`src/rtl/ring_pkg.sv`:
```
// ring_pkg: definitions shared by ring_host and the layer tops of the serial ring.
//   ring_state_t : FSM state encoding of the ring host
//   START_BIT    : level of the single bit that opens a frame
//   IDLE_LEVEL   : level driven on the ring line between frames
package ring_pkg;

  typedef enum logic [2:0] {
    ST_IDLE = 3'd0,
    ST_LOAD = 3'd1,
    ST_SEND = 3'd2,
    ST_WAIT = 3'd3,
    ST_HUNT = 3'd4,
    ST_RECV = 3'd5,
    ST_OUT  = 3'd6
  } ring_state_t;

  localparam logic START_BIT  = 1'b1;
  localparam logic IDLE_LEVEL = 1'b0;

endpackage

```
`src/rtl/ring_shift.sv`:
```
// ring_shift: WORDS x WIDTH frame buffer shared by transmit and receive.
// Word 0 sits in the most significant bits so a left shift emits/accepts the
// frame word 0 first, MSB first.
// Ports:
//   t_clk, rst      : clock, synchronous active-high reset (clears the buffer)
//   i_wr_en/idx/data: parallel write of one word
//   i_rd_idx        : word index for o_rd_word
//   o_rd_word       : word at i_rd_idx (combinational read of the buffer)
//   i_shift_en/in   : shift the whole buffer left by one, i_shift_in enters at the LSB
//   o_shift_msb     : bit leaving the buffer on the next shift
//   o_next_word0    : word 0 as it will look after the next shift
module ring_shift #(
  parameter int unsigned WIDTH = 8,
  parameter int unsigned WORDS = 4,
  localparam int unsigned IW   = (WORDS > 1) ? $clog2(WORDS) : 1
) (
  input  logic             t_clk,
  input  logic             rst,
  input  logic             i_wr_en,
  input  logic [IW-1:0]    i_wr_idx,
  input  logic [WIDTH-1:0] i_wr_data,
  input  logic [IW-1:0]    i_rd_idx,
  output logic [WIDTH-1:0] o_rd_word,
  input  logic             i_shift_en,
  input  logic             i_shift_in,
  output logic             o_shift_msb,
  output logic [WIDTH-1:0] o_next_word0
);

  localparam int unsigned N = WORDS * WIDTH;

  logic [N-1:0] r_q;
  logic [N-1:0] w_shifted;

  assign w_shifted    = {r_q[N-2:0], i_shift_in};
  assign o_shift_msb  = r_q[N-1];
  assign o_next_word0 = w_shifted[N-1 -: WIDTH];

  // Buffer update: serial shift has priority over a parallel word write.
  always_ff @(posedge t_clk) begin
    if (rst) begin
      r_q <= '0;
    end else if (i_shift_en) begin
      r_q <= w_shifted;
    end else if (i_wr_en) begin
      for (int k = 0; k < int'(WORDS); k++) begin
        if (IW'(k) == i_wr_idx) r_q[N-1-k*WIDTH -: WIDTH] <= i_wr_data;
      end
    end
  end

  // Word read mux.
  always_comb begin
    o_rd_word = '0;
    for (int k = 0; k < int'(WORDS); k++) begin
      if (IW'(k) == i_rd_idx) o_rd_word = r_q[N-1-k*WIDTH -: WIDTH];
    end
  end

endmodule

```
`src/rtl/ring_host.sv`:
```
// ring_host: tester-side endpoint of the serial layer ring. Collects WORDS
// words, sends them as one frame (start bit, then word 0 first, MSB first)
// on ring_out, waits for every layer's sort_finish, hunts for the returning
// frame's start bit on ring_in, captures it and streams the words back out.
// Optional feature macro: RING_HOST_TIMEOUT_EN adds a WAIT+HUNT cycle limit
// and the sticky err_timeout output.
// Ports:
//   t_clk, rst            : clock, synchronous active-high reset
//   s_data/s_valid/s_ready: input word stream
//   ring_out / ring_in    : serial line to the first layer / from the last layer
//   sort_finish           : per-layer completion flags
//   m_data/m_valid/m_ready: returned word stream
//   busy                  : high whenever not idle
//   err_timeout           : sticky timeout flag (macro builds only)
module ring_host
  import ring_pkg::*;
#(
  parameter int unsigned WIDTH   = 8,
  parameter int unsigned WORDS   = 4,
  parameter int unsigned LAYERS  = 2,
  parameter int unsigned TIMEOUT = 1024
) (
  input  logic              t_clk,
  input  logic              rst,
  input  logic [WIDTH-1:0]  s_data,
  input  logic              s_valid,
  output logic              s_ready,
  output logic              ring_out,
  input  logic              ring_in,
  input  logic [LAYERS-1:0] sort_finish,
  output logic [WIDTH-1:0]  m_data,
  output logic              m_valid,
  input  logic              m_ready,
  output logic              busy
`ifdef RING_HOST_TIMEOUT_EN
  ,
  output logic              err_timeout
`endif
);

  localparam int unsigned N  = WORDS * WIDTH;
  localparam int unsigned IW = (WORDS > 1) ? $clog2(WORDS) : 1;
  localparam int unsigned BW = $clog2(N + 1);

  if (TIMEOUT < 1) begin : g_timeout_range
    $error("ring_host: TIMEOUT must be at least 1");
  end

  ring_state_t      r_state, w_next;
  logic [IW-1:0]    r_wcnt, r_ocnt, w_rd_idx;
  logic [BW-1:0]    r_bcnt;
  logic             r_s_ready, r_ring_out, r_m_valid, r_busy;
  logic [WIDTH-1:0] r_m_data;
  logic             w_s_hs, w_m_hs, w_wr_en, w_shift_en, w_shift_in, w_msb;
  logic [WIDTH-1:0] w_rd_word, w_next_word0;

`ifdef RING_HOST_TIMEOUT_EN
  localparam int unsigned TW = $clog2(TIMEOUT + 1);
  logic [TW-1:0] r_tcnt;
  logic          r_err, w_timeout;
  assign err_timeout = r_err;
`endif

  assign s_ready  = r_s_ready;
  assign ring_out = r_ring_out;
  assign m_valid  = r_m_valid;
  assign m_data   = r_m_data;
  assign busy     = r_busy;

  // s_ready is only high in IDLE/LOAD, so s_valid is ignored everywhere else.
  assign w_s_hs     = r_s_ready & s_valid;
  assign w_m_hs     = r_m_valid & m_ready;
  assign w_rd_idx   = r_ocnt + IW'(1);
  assign w_shift_in = (r_state == ST_RECV) ? ring_in : IDLE_LEVEL;

  ring_shift #(
    .WIDTH(WIDTH),
    .WORDS(WORDS)
  ) u_shift (
    .t_clk       (t_clk),
    .rst         (rst),
    .i_wr_en     (w_wr_en),
    .i_wr_idx    (r_wcnt),
    .i_wr_data   (s_data),
    .i_rd_idx    (w_rd_idx),
    .o_rd_word   (w_rd_word),
    .i_shift_en  (w_shift_en),
    .i_shift_in  (w_shift_in),
    .o_shift_msb (w_msb),
    .o_next_word0(w_next_word0)
  );

  // Next-state and buffer control.
  always_comb begin
    w_next     = r_state;
    w_wr_en    = 1'b0;
    w_shift_en = 1'b0;
`ifdef RING_HOST_TIMEOUT_EN
    w_timeout  = 1'b0;
`endif
    case (r_state)
      ST_IDLE, ST_LOAD: begin
        if (w_s_hs) begin
          w_wr_en = 1'b1;
          w_next  = (r_wcnt == IW'(WORDS - 1)) ? ST_SEND : ST_LOAD;
        end
      end
      // bcnt 0 shows the start bit; each shift loads the next data bit into ring_out.
      ST_SEND: begin
        if (r_bcnt < BW'(N)) w_shift_en = 1'b1;
        else                 w_next     = ST_WAIT;
      end
      ST_WAIT: begin
        if (&sort_finish) w_next = ST_HUNT;
`ifdef RING_HOST_TIMEOUT_EN
        else if (r_tcnt >= TW'(TIMEOUT - 1)) begin
          w_next    = ST_IDLE;
          w_timeout = 1'b1;
        end
`endif
      end
      ST_HUNT: begin
        if (ring_in == START_BIT) w_next = ST_RECV;
`ifdef RING_HOST_TIMEOUT_EN
        else if (r_tcnt >= TW'(TIMEOUT - 1)) begin
          w_next    = ST_IDLE;
          w_timeout = 1'b1;
        end
`endif
      end
      ST_RECV: begin
        w_shift_en = 1'b1;
        if (r_bcnt == BW'(N - 1)) w_next = ST_OUT;
      end
      ST_OUT: begin
        if (w_m_hs && (r_ocnt == IW'(WORDS - 1))) w_next = ST_IDLE;
      end
      default: w_next = ST_IDLE;
    endcase
  end

  // State, counters and registered outputs.
  always_ff @(posedge t_clk) begin
    if (rst) begin
      r_state    <= ST_IDLE;
      r_wcnt     <= '0;
      r_ocnt     <= '0;
      r_bcnt     <= '0;
      r_s_ready  <= 1'b0;
      r_ring_out <= IDLE_LEVEL;
      r_m_valid  <= 1'b0;
      r_m_data   <= '0;
      r_busy     <= 1'b0;
    end else begin
      r_state   <= w_next;
      r_s_ready <= (w_next == ST_IDLE) || (w_next == ST_LOAD);
      r_busy    <= (w_next != ST_IDLE);

      if (w_wr_en) r_wcnt <= (w_next == ST_SEND) ? '0 : r_wcnt + IW'(1);

      if (w_next != r_state)                             r_bcnt <= '0;
      else if (r_state == ST_SEND || r_state == ST_RECV) r_bcnt <= r_bcnt + BW'(1);

      if (r_state != ST_SEND && w_next == ST_SEND)      r_ring_out <= START_BIT;
      else if (r_state == ST_SEND && w_next == ST_SEND) r_ring_out <= w_msb;
      else                                              r_ring_out <= IDLE_LEVEL;

      // Word 0 is taken from the post-shift view so m_valid rises right after the last bit.
      if (r_state == ST_RECV && w_next == ST_OUT) begin
        r_m_valid <= 1'b1;
        r_m_data  <= w_next_word0;
        r_ocnt    <= '0;
      end else if (r_state == ST_OUT && w_m_hs) begin
        if (w_next == ST_IDLE) begin
          r_m_valid <= 1'b0;
          r_ocnt    <= '0;
        end else begin
          r_m_data <= w_rd_word;
          r_ocnt   <= w_rd_idx;
        end
      end
    end
  end

`ifdef RING_HOST_TIMEOUT_EN
  // Timeout budget covers WAIT and HUNT together; cleared on any other state.
  always_ff @(posedge t_clk) begin
    if (rst) begin
      r_tcnt <= '0;
      r_err  <= 1'b0;
    end else begin
      if ((r_state == ST_WAIT || r_state == ST_HUNT) &&
          (w_next == ST_WAIT || w_next == ST_HUNT)) r_tcnt <= r_tcnt + TW'(1);
      else                                          r_tcnt <= '0;

      if (w_timeout)   r_err <= 1'b1;
      else if (w_s_hs) r_err <= 1'b0;
    end
  end
`endif

endmodule

```
`config.mk`:
```
export PLATFORM = sky130hd
export DESIGN_NAME = ring_host
export DESIGN_NICKNAME = d
export VERILOG_FILES = /design/src/rtl/ring_pkg.sv /design/src/rtl/ring_shift.sv /design/src/rtl/ring_host.sv
export SDC_FILE = /design/constraint.sdc
export NUM_CORES = 1
export LEC_CHECK = 0
export CAP_MARGIN = 20
export CORE_MARGIN = 2
export CORE_UTILIZATION = 62
export CTS_CLUSTER_DIAMETER = 150
export CTS_CLUSTER_SIZE = 8
export DETAILED_ROUTE_END_ITERATION = 12
export PLACE_DENSITY = 0.93
export SLEW_MARGIN = 20
export SYNTH_ARGS = -nofsm -noshare
export SYNTH_HDL_FRONTEND = slang
export SYNTH_SLANG_ARGS = --single-unit
```
`constraint.sdc`:
```
create_clock -name t_clk -period 5.27 [get_ports t_clk]
set_clock_uncertainty 0.15 [all_clocks]
set_input_delay 1.3175 -clock t_clk [delete_from_list [all_inputs] [get_ports t_clk]]
set_output_delay 1.3175 -clock t_clk [all_outputs]
set_load 0.01 [all_outputs]
```
==> flow_summary.ini, run 1 <==
[sta]
fmax_mhz = 302
slew_headroom_pct = 33.3
hold-worst-slack_ps = 322
setup_viol = 0
rsz0062_at_grt = false
timing.final.crit_share_pct = 62.8
hold_viol = 0
slew_viol_final = 0
worst_pin_slew_ps = 1000
tns_ps = 0
fin_crit_ps = 3310

[layout]
synthToLayoutAreaGrowth_pct = 12.3
layout-drive-gt1-share_pct = 7.65
fin_cells = 459
final_nets = 413
num_antenna_cells = 0

[synthesis]
syn-cell-area_um2 = 3090
yosys.area.top_type = dfxtp_1
synth-warning-count = 0
yosys.cell_types.count = 52
synth_flop_cell = dfxtp_1
syn_inst = 383
syn_nets = 407
synth_edf_count = 0
async_flop_share_pct = 0
synth_area_leaders = dfxtp_1, a311oi_1, nor2_1, nand2_1, nand3_1
ys_seq_elements = 57
synth_top_cell_area_share_pct = 36.9
postSynthAreaPerCell_um2 = 8.07
synth.most_common_cell = dfxtp_1
yosys-top-cells-count = dfxtp_1, nor2_1, nand2_1, nand3_1, a311oi_1
yosysSeqAreaShare_pct = 36.9

[setup_path]
end_kind = flip-flop
worstPathArrival_ps = 3390
r2r-end = m_data[7]
rr_worst_depth = 6
rrSetupSlack_ps = 2620
required_ps = 5350
startpoint = m_ready
crit_type = in2reg
startpoint_type = input port
cp_max_fo = 16
reg2reg_from = r_ocnt[0]
endpoint = m_data[7]

[clock_network]
insertion_delay_ps = 340
holdBufCountCts = 0
clockBufferDepth = 2
clk_pin_slew_worst_paths_ps = 60
cts_tree = built
ctsResizeCount = 0
numClockSinks = 57
h-tree-depth = 3
post_cts_buffers = 0
root_buffer = clkbuf_8
cts-buffers-inserted = 9

[global_route]
antenna_found_initial = 0
overflow = 0
grt_pass1_wl_um = 12400
grt_pass1_vias = 2630
track_usage_pct = 29.8
grt_max_degree = 65

[placement]
port_buffers = 26
dp_hpwl_um = 5200
place_congestion = 0.923
place_inst = 445

[detailed_routing]
drcViolationCount = 0
drt_iter0_drc = 402
firstDrtPassIters = 8
ant_nets = 0
drt_wl_total_um = 7720
vias_per_cell = 6.50
routedWlPerCell_um = 16.8
num_vias = 2983

[die]
placementRows = 25
die_h_um = 74.6
die_x_um = 74.6
start_util_pct = 65.0
die_area_um2 = 5560
ios = 27
core-area_um2 = 4750

[worst_hold_path]
holdPathStages = 1
holdCritPathClass = reg2reg
hold_start = m_data[5]

[power_and_ir_drop]
switching_share_pct = 24.8
power.clock.fraction_pct = 41.1
netSwitchingPower_mw = 0.217
vdd_drop_max_uv = 161
p_leak_nw = 1.20
p_int_mw = 0.657
seq_power_share_pct = 51.3
comb_power_share_pct = 7.6
powerDensity_nw_per_um2 = 252

[run]
drv_cap = 0

[outcome]
status = finished clean
-- logic make-up (layout without fill, tap and decap cells) --
group / Yosys count / count (layout) / synth area share (%)
AOI/OAI and AO/OA: 103 / 103 / 27.1
xor gates and xnor gates: 5 / 5 / 1.42
adders and majority gates: 9 / 9 / 3.65
buffers and inverters: 45 / 54 / 6.68
DFF: 57 / 57 / 36.9
muxes: 1 / 1 / 0.324
and+or+nand+nor: 163 / 163 / 23.9
-- how the worst min path moves through the flow --
| stage | slack, ps | to |
|---|---|---|
| floorplan | 320 | u_shift.r_q[10] |
| global placement | 310 | m_data[5] |
| detailed placement | 310 | m_data[5] |
| CTS | 330 | m_data[5] |
| global route | 340 | m_data[6] |
| finish | 320 | m_data[5] |
-- metrics by stage --
stage / power (mW) / util [%] / worst slack (ps) / cell area (um2)
final: 0.874 / 72.9 / 1960 / 3470
after global routing: 0.900 / 72.9 / 1810 / 3470
after CTS: 0.872 / 72.8 / 1980 / 3460
after detailed placement: 0.523 / 69.4 / 1680 / 3300
after global placement: 0.520 / 69.4 / 1750 / 3300
after floorplan: 0.495 / - / 2430 / 3090
-- cell type report --
| class | instances | area, um2 |
|---|---|---|
| well taps | 67 | 83.8 |
| multi-input cells | 281 | 1760 |
| clock buffers | 14 | 163 |
| repair buffers | 27 | 275 |
| inverters | 13 | 48.8 |
| flip-flops and latches | 57 | 1140 |
| fillers | 368 | 1290 |
-- power groups by stage --
stage / combinational [mW] / sequential [mW] / clock (mW)
finish: 0.0668 / 0.448 / 0.359
global route: 0.0728 / 0.449 / 0.378
CTS: 0.0657 / 0.448 / 0.358
detailed placement: 0.0652 / 0.457 / 0
global placement: 0.0634 / 0.457 / 0
floorplan: 0.0406 / 0.454 / 0
-- metal layers --
layer / GRT usage (%) / wire (um) / up-vias
met1: 37.5 / 3300 / 1382
met3: 7.32 / 557 / 24
met5: 0 / 0 / -
met4: 14.5 / 261 / 0
met2: 47.7 / 3600 / 152
li1: - / - / 1425
-- critical path, stage by stage --
cell	delay, ps
clkdlybuf4s50_1	550
a31oi_1	160
o21ba_2	290
o32ai_4	630
a2111oi_0	170
a31o_2	270
-- state kept, by name, indices dropped and copies added, names as in the netlist --
register	cells
busy	1
m_valid	1
r_ocnt	2
r_state	3
s_ready	1
ring_out	1
u_shift.r_q	32
r_wcnt	2
r_bcnt	6
m_data	8
-- cells in the final DEF, fill, tap and decap left out, types with 8 or more instances in the layout --
cell type	count
nor2_1	54
clkbuf_8	11
ha_1	9
o21ai_0	10
a22oi_1	8
clkdlybuf4s50_1	25
nand2_1	51
a311oi_1	31
dfxtp_1	57
inv_1	12
a21oi_1	20
nand3_1	32
Note: power is estimated with default switching activity, not from simulation.
==> run 2: changes to the inputs <==
--- a/config.mk
+++ b/config.mk
@@ -7,11 +7,11 @@
 export LEC_CHECK = 0
 export CAP_MARGIN = 20
 export CORE_MARGIN = 2
-export CORE_UTILIZATION = 62
+export CORE_UTILIZATION = 52
 export CTS_CLUSTER_DIAMETER = 150
 export CTS_CLUSTER_SIZE = 8
 export DETAILED_ROUTE_END_ITERATION = 12
-export PLACE_DENSITY = 0.93
+export PLACE_DENSITY = 0.84
 export SLEW_MARGIN = 20
 export SYNTH_ARGS = -nofsm -noshare
 export SYNTH_HDL_FRONTEND = slang
==> constraint.sdc (replaced) <==
create_clock -name t_clk -period 2.85 [get_ports t_clk]
set_clock_uncertainty 0.15 [all_clocks]
set_input_delay 0.7125 -clock t_clk [delete_from_list [all_inputs] [get_ports t_clk]]
set_output_delay 0.7125 -clock t_clk [all_outputs]
set_load 0.01 [all_outputs]
==> run 2 against run 1 <==
Against the previous run:
- final cell count is 3.7% higher
- total power up 94%
- non-clock buffer count increased by 7
- clock power up 100%
- die area increased by 18%
- via count grew 0.37%
- first-iteration DRC count is 28% lower
- routed wire length rose by 1.4%
- global-route usage fell by 4.6 points
==> flow_summary.ini, run 2 (synthesis gave the netlist of run 1 again) <==
[global_route]
grt_max_degree = 45
grt_pass1_wl_um = 12800
overflow = 0
track_usage_pct = 25.2
grt_pass1_vias = 2632
antenna_found_initial = 0

[die]
ios = 27
die_h_um = 81.1
core-area_um2 = 5820
die_area_um2 = 6570
start_util_pct = 53.1
placementRows = 28
die_x_um = 81.1

[setup_path]
rr_worst_depth = 4
crit_type = in2reg
reg2reg_from = r_state[2]
r2r-end = m_data[3]
worstPathArrival_ps = 2550
rrSetupSlack_ps = 550
endpoint = m_data[3]
startpoint = m_ready
startpoint_type = input port
end_kind = flip-flop
required_ps = 2990
cp_max_fo = 16

[detailed_routing]
drt_wl_total_um = 7820
drt_iter0_drc = 290
vias_per_cell = 6.29
routedWlPerCell_um = 16.4
ant_nets = 0
drcViolationCount = 0
firstDrtPassIters = 6
num_vias = 2994

[worst_hold_path]
holdCritPathClass = reg2reg

[sta]
hold-worst-slack_ps = 346
fin_ws_ps = 434
slew_viol_final = 0
rsz0062_at_grt = false
slew_headroom_pct = 61.1
setup_viol = 0
fin_crit_ps = 2420
tns_ps = 0
timing.final.crit_share_pct = 84.8
hold_viol = 0
worst_pin_slew_ps = 583
fmax_mhz = 414

[placement]
dp_hpwl_um = 5440
port_buffers = 26
place_worst_setup_slack_ps = 81.7
place_congestion = 0.908

[clock_network]
ctsResizeCount = 0
cts-buffers-inserted = 9
post_cts_buffers = 0
clockBufferDepth = 2
root_buffer = clkbuf_8
clk_pin_slew_worst_paths_ps = 60
holdBufCountCts = 0
cts_tree = built
h-tree-depth = 3
numClockSinks = 57
insertion_delay_ps = 340

[layout]
final_common_cell = dfxtp_1
num_antenna_cells = 0
synthToLayoutAreaGrowth_pct = 15.7
post-route-util_pct = 61.5
largest_register_ffs = 32
largest_register = u_shift.r_q
fill_cells = 539
final_nets = 420
layout-drive-gt1-share_pct = 9.73
final_cell_mix = dfxtp_1, nor2_1, nand2_1

[power_and_ir_drop]
total_power_mw = 1.69
powerDensity_nw_per_um2 = 473
vdd_drop_max_uv = 294
p_leak_nw = 1.25

[outcome]
status = finished clean

[run]
drv_cap = 0
-- run 2: critical path, stage by stage --
cell and delay (ps):
clkdlybuf4s50_1 460, a31oi_1 310, o21ba_2 250, o32ai_4 110, buf_12 160, a2111oi_0 370
a31o_2 160
-- run 2: through the flow --
step	area, um2	std cells
after CTS	3570	476
after floorplan	3090	383
after global placement	3390	460
after global routing	3570	476
after detailed placement	3390	460
final	3570	476
-- run 2: how the worst min path moves through the flow --
stage	slack, ps	startpoint	cells after the start	endpoint
after global placement	330	m_data[5]	1	m_data[5]
final	350	m_data[5]	1	m_data[5]
after detailed placement	330	m_data[5]	1	m_data[5]
after global routing	370	m_data[4]	1	m_data[4]
after floorplan	320	u_shift.r_q[10]	2	u_shift.r_q[10]
after CTS	350	m_data[4]	1	m_data[4]
-- run 2: layout make-up --
class / count / area (um2) / share of cell area (%)
clock inverter: 3 / 40.0 / 1.12
sequential: 57 / 1140 / 31.9
tap: 75 / 93.8 / 2.63
timing repair buffer: 34 / 353 / 9.87
inverter: 13 / 48.8 / 1.37
clock buffer: 13 / 149 / 4.17
multi-input combinational: 281 / 1750 / 48.9
-- run 2: layer usage --
| metal | part of all wire (%) | GRT usage (%) | routed length (um) | vias to the layer above |
|---|---|---|---|---|
| met1 | 44 | 34.3 | 3470 | 1399 |
| met5 | 0 | 0 | 0 | - |
| met3 | 8.1 | 7.89 | 635 | 19 |
| met2 | 45 | 36.9 | 3520 | 132 |
| met4 | 2.5 | 10.0 | 198 | 0 |
| li1 | - | - | - | 1444 |
-- run 2: power breakdown --
| part | internal [mW] | switching [mW] |
|---|---|---|
| sequential | 0.812 | 0.0180 |
| clock | 0.425 | 0.309 |
| combinational | 0.0522 | 0.0755 |
